[config.mk]
export PLATFORM = sky130hd
export DESIGN_NAME = multiplier_multicycle_param_flat
export DESIGN_NICKNAME = d
export VERILOG_FILES = /design/src/rtl/multiplier_multicycle_param_if.sv /design/src/rtl/multiplier_multicycle_param.sv /design/src/flat_wrapper.sv
export SDC_FILE = /design/constraint.sdc
export NUM_CORES = 1
export LEC_CHECK = 0
export BUFFER_PORTS_ARGS = -buffer_cell sky130_fd_sc_hd__buf_2
export CORE_MARGIN = 1
export CORE_UTILIZATION = 55
export CTS_CLUSTER_DIAMETER = 40
export DETAILED_ROUTE_END_ITERATION = 10
export GPL_TIMING_DRIVEN = 0
export PLACE_DENSITY = 0.75
export SETUP_SLACK_MARGIN = 0.4
export SLEW_MARGIN = 30
export SYNTH_ARGS = -nofsm -noshare
export SYNTH_HDL_FRONTEND = slang
export SYNTH_SLANG_ARGS = --single-unit
[constraint.sdc]
create_clock -name clk -period 25.4 [get_ports clk]
set_input_delay 6.35 -clock clk [delete_from_list [all_inputs] [get_ports clk]]
set_output_delay 6.35 -clock clk [all_outputs]
set_load 0.05 [all_outputs]
[src/rtl/multiplier_multicycle_param_if.sv]
// multiplier_multicycle_param_if: request/response bundle between the execute stage and the iterative multiplier.
interface multiplier_multicycle_param_if #(
    parameter int WIDTH = 64
);
    logic             valid_i;
    logic             flush_i;
    logic [1:0]       op_i;
    logic             word_i;
    logic [WIDTH-1:0] a_i;
    logic [WIDTH-1:0] b_i;
    logic             busy_o;
    logic             done_o;
    logic [WIDTH-1:0] c_o;
    modport master (output valid_i, flush_i, op_i, word_i, a_i, b_i, input busy_o, done_o, c_o);
    modport slave (input valid_i, flush_i, op_i, word_i, a_i, b_i, output busy_o, done_o, c_o);
endinterface

[src/rtl/multiplier_multicycle_param.sv]
// multiplier_multicycle_param: iterative shift-add multiplier for the RV64M multiply family, STEP bits per cycle.
module multiplier_multicycle_param #(
    parameter int WIDTH = 64,
    parameter int STEP  = 1
) (
    input logic clk,
    input logic resetn,
    multiplier_multicycle_param_if.slave bus
);
    localparam int HW     = WIDTH / 2;
    localparam int ITER   = WIDTH / STEP;
    localparam int ITER_W = HW / STEP;
    localparam int CW     = $clog2(ITER + 1);
    typedef enum logic [1:0] {IDLE, BUSY, DONE} state_t;
    state_t               state_q, state_d;
    logic [CW-1:0]        cnt_q, cnt_d;
    logic [2*WIDTH-1:0]   prod_q, prod_d, nxt, fin;
    logic [WIDTH-1:0]     mcand_q, mcand_d, c_q, c_d, a_mag, b_mag;
    logic [WIDTH+STEP-1:0] upper;
    logic [1:0]           op_q, op_d;
    logic                 word_q, word_d, neg_q, neg_d, a_neg, b_neg;
    // Upper half accumulates magnitudes; the multiplier drains out of the lower half as it shifts.
    always_comb begin
        a_neg   = ~bus.word_i & (bus.op_i == 2'b01 || bus.op_i == 2'b10) & bus.a_i[WIDTH-1];
        b_neg   = ~bus.word_i & (bus.op_i == 2'b01) & bus.b_i[WIDTH-1];
        a_mag   = bus.word_i ? {{HW{1'b0}}, bus.a_i[HW-1:0]} : a_neg ? -bus.a_i : bus.a_i;
        b_mag   = bus.word_i ? {{HW{1'b0}}, bus.b_i[HW-1:0]} : b_neg ? -bus.b_i : bus.b_i;
        upper   = {{STEP{1'b0}}, prod_q[2*WIDTH-1:WIDTH]}
                + {{STEP{1'b0}}, mcand_q} * {{WIDTH{1'b0}}, prod_q[STEP-1:0]};
        nxt     = {upper, prod_q[WIDTH-1:STEP]};
        fin     = neg_q ? -nxt : nxt;
        state_d = state_q;
        cnt_d   = cnt_q;
        prod_d  = prod_q;
        mcand_d = mcand_q;
        c_d     = c_q;
        op_d    = op_q;
        word_d  = word_q;
        neg_d   = neg_q;
        if (bus.flush_i) begin
            state_d = IDLE;
        end else if (state_q == IDLE && bus.valid_i) begin
            state_d = BUSY;
            cnt_d   = bus.word_i ? CW'(ITER_W) : CW'(ITER);
            prod_d  = {{WIDTH{1'b0}}, b_mag};
            mcand_d = a_mag;
            op_d    = bus.op_i;
            word_d  = bus.word_i;
            neg_d   = a_neg ^ b_neg;
        end else if (state_q == BUSY) begin
            prod_d = nxt;
            cnt_d  = cnt_q - CW'(1);
            if (cnt_q == CW'(1)) begin
                state_d = DONE;
                c_d     = word_q ? {{HW{nxt[WIDTH-1]}}, nxt[WIDTH-1:HW]}
                        : op_q == 2'b00 ? fin[WIDTH-1:0] : fin[2*WIDTH-1:WIDTH];
            end
        end else if (state_q == DONE) begin
            state_d = IDLE;
        end
    end
    always_ff @(posedge clk or posedge resetn) begin
        if (resetn) begin
            state_q <= IDLE;
            cnt_q   <= '0;
            prod_q  <= '0;
            mcand_q <= '0;
            c_q     <= '0;
            op_q    <= '0;
            word_q  <= 1'b0;
            neg_q   <= 1'b0;
        end else begin
            state_q <= state_d;
            cnt_q   <= cnt_d;
            prod_q  <= prod_d;
            mcand_q <= mcand_d;
            c_q     <= c_d;
            op_q    <= op_d;
            word_q  <= word_d;
            neg_q   <= neg_d;
        end
    end
    assign bus.busy_o = state_q == BUSY;
    assign bus.done_o = state_q == DONE && !bus.flush_i;
    assign bus.c_o    = c_q;
endmodule

[src/flat_wrapper.sv]
// flat-port wrapper written by rule: the top's interface ports become plain ports
module multiplier_multicycle_param_flat 
#(
    parameter int WIDTH = 64,
    parameter int STEP  = 1
)
  (clk, resetn, bus_valid_i, bus_flush_i, bus_op_i, bus_word_i, bus_a_i, bus_b_i, bus_busy_o, bus_done_o, bus_c_o);
  multiplier_multicycle_param_if #(.WIDTH(WIDTH)) bus_i ();
  input logic clk;
  input logic resetn;
  input wire logic [$bits(bus_i.valid_i)-1:0] bus_valid_i;
  input wire logic [$bits(bus_i.flush_i)-1:0] bus_flush_i;
  input wire logic [$bits(bus_i.op_i)-1:0] bus_op_i;
  input wire logic [$bits(bus_i.word_i)-1:0] bus_word_i;
  input wire logic [$bits(bus_i.a_i)-1:0] bus_a_i;
  input wire logic [$bits(bus_i.b_i)-1:0] bus_b_i;
  output wire logic [$bits(bus_i.busy_o)-1:0] bus_busy_o;
  output wire logic [$bits(bus_i.done_o)-1:0] bus_done_o;
  output wire logic [$bits(bus_i.c_o)-1:0] bus_c_o;
  assign bus_i.valid_i = bus_valid_i;
  assign bus_i.flush_i = bus_flush_i;
  assign bus_i.op_i = bus_op_i;
  assign bus_i.word_i = bus_word_i;
  assign bus_i.a_i = bus_a_i;
  assign bus_i.b_i = bus_b_i;
  assign bus_busy_o = bus_i.busy_o;
  assign bus_done_o = bus_i.done_o;
  assign bus_c_o = bus_i.c_o;
  multiplier_multicycle_param #(.WIDTH(WIDTH), .STEP(STEP)) u_core (.clk(clk), .resetn(resetn), .bus(bus_i));
endmodule
==> metrics.md <==
| Metric | Value |
|---|---|
| Number of global-route vias before repair | `23100` |
| Number of sinks driven by the clock tree | `around 270` |
| Fraction of power consumed by combinational cells | `between 40% and 50%` |
| Storage cell area | `slightly below 7000 µm²` |
| Power share of the sequential group | `roughly a quarter` |
| Status | `completed` |
| Share of layout cells above drive strength 1 | `13.7%` |
| Number of max-slew violations in the final report | `0` |
| Number of search-and-repair iterations in the first detailed-routing pass | `6` |
| Data required time at the worst endpoint | `19050 ps` |
| Final-layout setup total negative slack | `0 ps` |
| Total gr overflow | `0` |
| Worst IR drop on VDD | `0.0752 mV` |
| Initial DRC Count | `3218` |
| Type of destination of the critical path | `primary output` |
| Startpoint-to-endpoint class of the critical path | `in -> out` |
| Multi-input gate area in the final layout | `14700 µm²` |
| Post-CTS repair timing setup buffer count | `0` |
| Worst r2r src | `u_core.prod_q[0]$_DFFE_PP0P_` |
| Total of hold buffers inserted after clock tree synthesis | `0` |
| Post-Syn Area per Cell | `7.85 µm²` |
| Clock transition at path regs | `about 50 ps` |
| Max frequency | `74.5 MHz` |
| Flip-flop cell with the highest count after synthesis | `sky130_fd_sc_hd__dfrtp_1` |
| Worst-skew pair later-pin latency | `610 ps` |
| Worst hold slack across all endpoints | `470 ps` |
| Count of filler cells inserted in the layout | `3536` |
| Number of standard-cell rows in the floorplan | `73` |
| Power Total | `around 0.0025 W` |
| Maximum net fanout on the critical path | `10` |
| CORE AREA | `approximately 40000 µm²` |
| Critical path launch point type | `primary input` |
| Initial antenna violation count | `2` |
| Async set-reset flop share out of synthesis | `100%` |
| Count of cell types in the netlist | `113` |
| Yosys warning count | `0` |
| CTS tree | `yes` |
| Total Die Area | `around 41000 µm²` |
| Global-route wire length before repair | `139000 µm` |
| Cell Area, Synth | `between 20000 and 25000 µm²` |
| DPL Wire Length | `72900 µm` |
| P_int | `around 0.0013 W` |
| EDFF count, synth | `0` |
| FF+latch count, synth | `269` |
| Die boundary width | `~200 µm` |
| Largest net degree at the start of global routing | `85` |
| Worst hold path type | `reg -> reg` |
| Final critical path time including I/O delays and setup | `around 13000 ps` |
| Post-layout nets | `about 3300` |
| Proportion of synthesized chip area in sequential cells | `30.2%` |
| Cell count after placement | `3567` |
| Startpoint of the worst setup timing path | `bus_flush_i` |
| Data arrival at the endpoint of the critical path | `7070 ps` |
| Tightest Pin Transition | `around 1100 ps` |
| Area Overhead vs Synth | `15.8%` |
| Total Routed Length | `slightly above 90000 µm` |
| Vertical extent of the die | `approximately 200 µm` |
| Level count of the clock H-tree | `2` |
| Worst clock skew | `about 22 ps` |
| Setup repair after global routing missed its margin | `no` |
| Power Dens Cells | `between 90 and 100 nW/µm²` |
| Number of ports placed on the die boundary | `between 200 and 250` |
| Final Setup Violations | `0` |
| Final Wtd Congestion | `1.08` |
| Total via count in the routed design | `roughly 24000` |
| Post-place setup slack | `roughly 12000 ps` |
| Leakage | `roughly 11 nW` |
| Port bufs | `slightly below 200` |
| Mapped Nets | `between 3000 and 4000` |
| # Max-Cap Violations | `0` |
| Clock Tree Root | `sky130_fd_sc_hd__clkbuf_16` |
| P_sw | `between 0.001 and 0.0015 W` |
| Number of instances in the synthesized netlist | `2840` |
| Share of total power consumed by net switching | `between 40 and 50%` |
| Worst slew margin relative to its limit | `between 20% and 30%` |
| Post-CTS Resized | `0` |
| Startpoint of the most critical hold path | `u_core.mcand_q[28]$_DFFE_PP0P_` |
| Initial standard-cell utilization of the core | `56.0%` |
| Post-route insts no fill | `3658` |
| Total track usage | `~45%` |
| CTS Buf Count | `49` |
| Total count of hold-check failures in the final report | `0` |
| Routed wire length per instance | `25.5 µm` |
| Setup ws final | `about 12000 ps` |
| Tcrit/Tclk final | `around 53%` |
| Number of antenna-violating nets in the routed design | `0` |
| Avg Vias per Cell | `between 6 and 7` |
| Relative contribution of the clock network to total power | `between 20% and 30%` |
| Largest buffer count on any clock path | `3` |
| Post-detailed-route DRC marker count | `0` |
flip-flops by register name, summed over array words and instances, names as in the netlist:
| signal | cells |
|---|---|
| u_core.op_q | 2 |
| u_core.word_q | 1 |
| u_core.mcand_q | 64 |
| u_core.cnt_q | 7 |
| u_core.neg_q | 1 |
| u_core.prod_q | 128 |
| u_core.bus.c_o | 64 |
| u_core.state_q | 2 |
placed cells by master, fill, tap and decap left out, drive strengths merged, types with 32 or more instances in the layout:
master	count
a211oi	43
a21oi	248
and2	78
buf	234
clkbuf	196
dfrtp	269
ha	70
inv	48
nand2	338
nand3	90
nand4	40
nor2	258
nor3	46
nor4	32
o21ai	355
o31ai	64
or3	42
xnor2	142
xor2	140
synthesized netlist by cell type, drive strengths merged (5+ instances only):
cell type | count | area (µm²)
nand4 | 40 | 265
a31oi | 28 | 175
nor3 | 46 | 245
a21o | 19 | 143
a211oi | 43 | 368
a311oi | 6 | 52.6
and3 | 11 | 70.1
inv | 33 | 124
nor2b | 14 | 87.6
buf | 33 | 215
a221oi | 13 | 126
xor2 | 140 | 1230
nor3b | 5 | 37.5
and2 | 78 | 488
clkbuf | 140 | 549
xnor2 | 142 | 1240
o22ai | 21 | 131
o311ai | 9 | 78.8
nand3 | 90 | 450
ha | 70 | 876
nand2 | 338 | 1270
nand2b | 18 | 113
or3 | 42 | 280
a22o | 11 | 96.3
o21a | 12 | 90.1
a21oi | 248 | 1300
nand4b | 7 | 73.8
nor4 | 32 | 213
mux2i | 7 | 70.1
nor2 | 258 | 981
or2 | 17 | 109
o211ai | 28 | 234
o21ai | 355 | 1790
a221o | 13 | 130
a22oi | 9 | 67.6
dfrtp | 269 | 6730
o41ai | 30 | 289
o31ai | 64 | 509
a21boi | 8 | 71.3
or4 | 23 | 188
nor4b | 7 | 82.6
worst max-delay path, cell delays in order:
cell,delay [ps]
sky130_fd_sc_hd__clkbuf_1,200
sky130_fd_sc_hd__nor3b_1,220
sky130_fd_sc_hd__buf_2,290
final cells by class:
| type | instances | area share (%) |
|---|---|---|
| clock inverter | 34 | 1.78 |
| timing repair buffer | 202 | 4.17 |
| tap | 525 | 2.54 |
| buffer | 174 | 3.02 |
| multi-input combinational | 2364 | 56.9 |
| clock buffer | 55 | 5.03 |
| sequential | 269 | 26.1 |
| antenna | 2 | 0.0194 |
| inverter | 33 | 0.508 |
routing by layer:
metal / wire length [µm] / vias up / global-route usage [%]
li1: - / 10900 / -
met1: 37100 / 11800 / 58.7
met2: 40300 / 1526 / 67.0
met3: 10400 / 314 / 11.0
met4: 5340 / 0 / 24.6
met5: 0 / - / 0
power by group through the flow:
stage	combinational [W]	sequential, W	clock [W]
2_1_floorplan	0.000561	0.000805	0
3_3_place_gp	0.00104	0.000650	0
3_5_place_dp	0.00106	0.000656	0
4_1_cts	0.00107	0.000651	0.000711
5_1_grt	0.00116	0.000667	0.000730
6_report	0.00110	0.000658	0.000713
through the flow:
stage / util, % / instance area, µm²
after global routing: 64.9 / 25800
after floorplan: - / 22300
final: 64.9 / 25800
after detailed placement: 60.4 / 24100
after global placement: 60.2 / 24000
after CTS: 64.8 / 25800
final timing paths:
path                                             endpoint  slack, ps  depth (start not counted)
min in group asynchronous  u_core.bus.c_o[39]$_DFFE_PP0P_       5730                          2
max                                            bus_done_o      11980                          3
min reg2reg                u_core.mcand_q[28]$_DFFE_PP0P_        470                          2
max in group asynchronous   u_core.mcand_q[6]$_DFFE_PP0P_      18540                          4
max reg2reg                u_core.bus.c_o[59]$_DFFE_PP0P_      18150                         20
min                        u_core.mcand_q[28]$_DFFE_PP0P_        470                          2
cell families after synthesis:
group	Yosys count	synth area share, %
AO/OA/AOI/OAI	955	27.1
XOR/XNOR	282	11.1
adder cells (fa/ha/maj)	71	4.02
buffers and inverters	207	4.03
flip-flops	269	30.2
multiplexers	11	0.516
AND/OR/NAND/NOR	1045	23.1
Power figures use the tool's default switching activity.
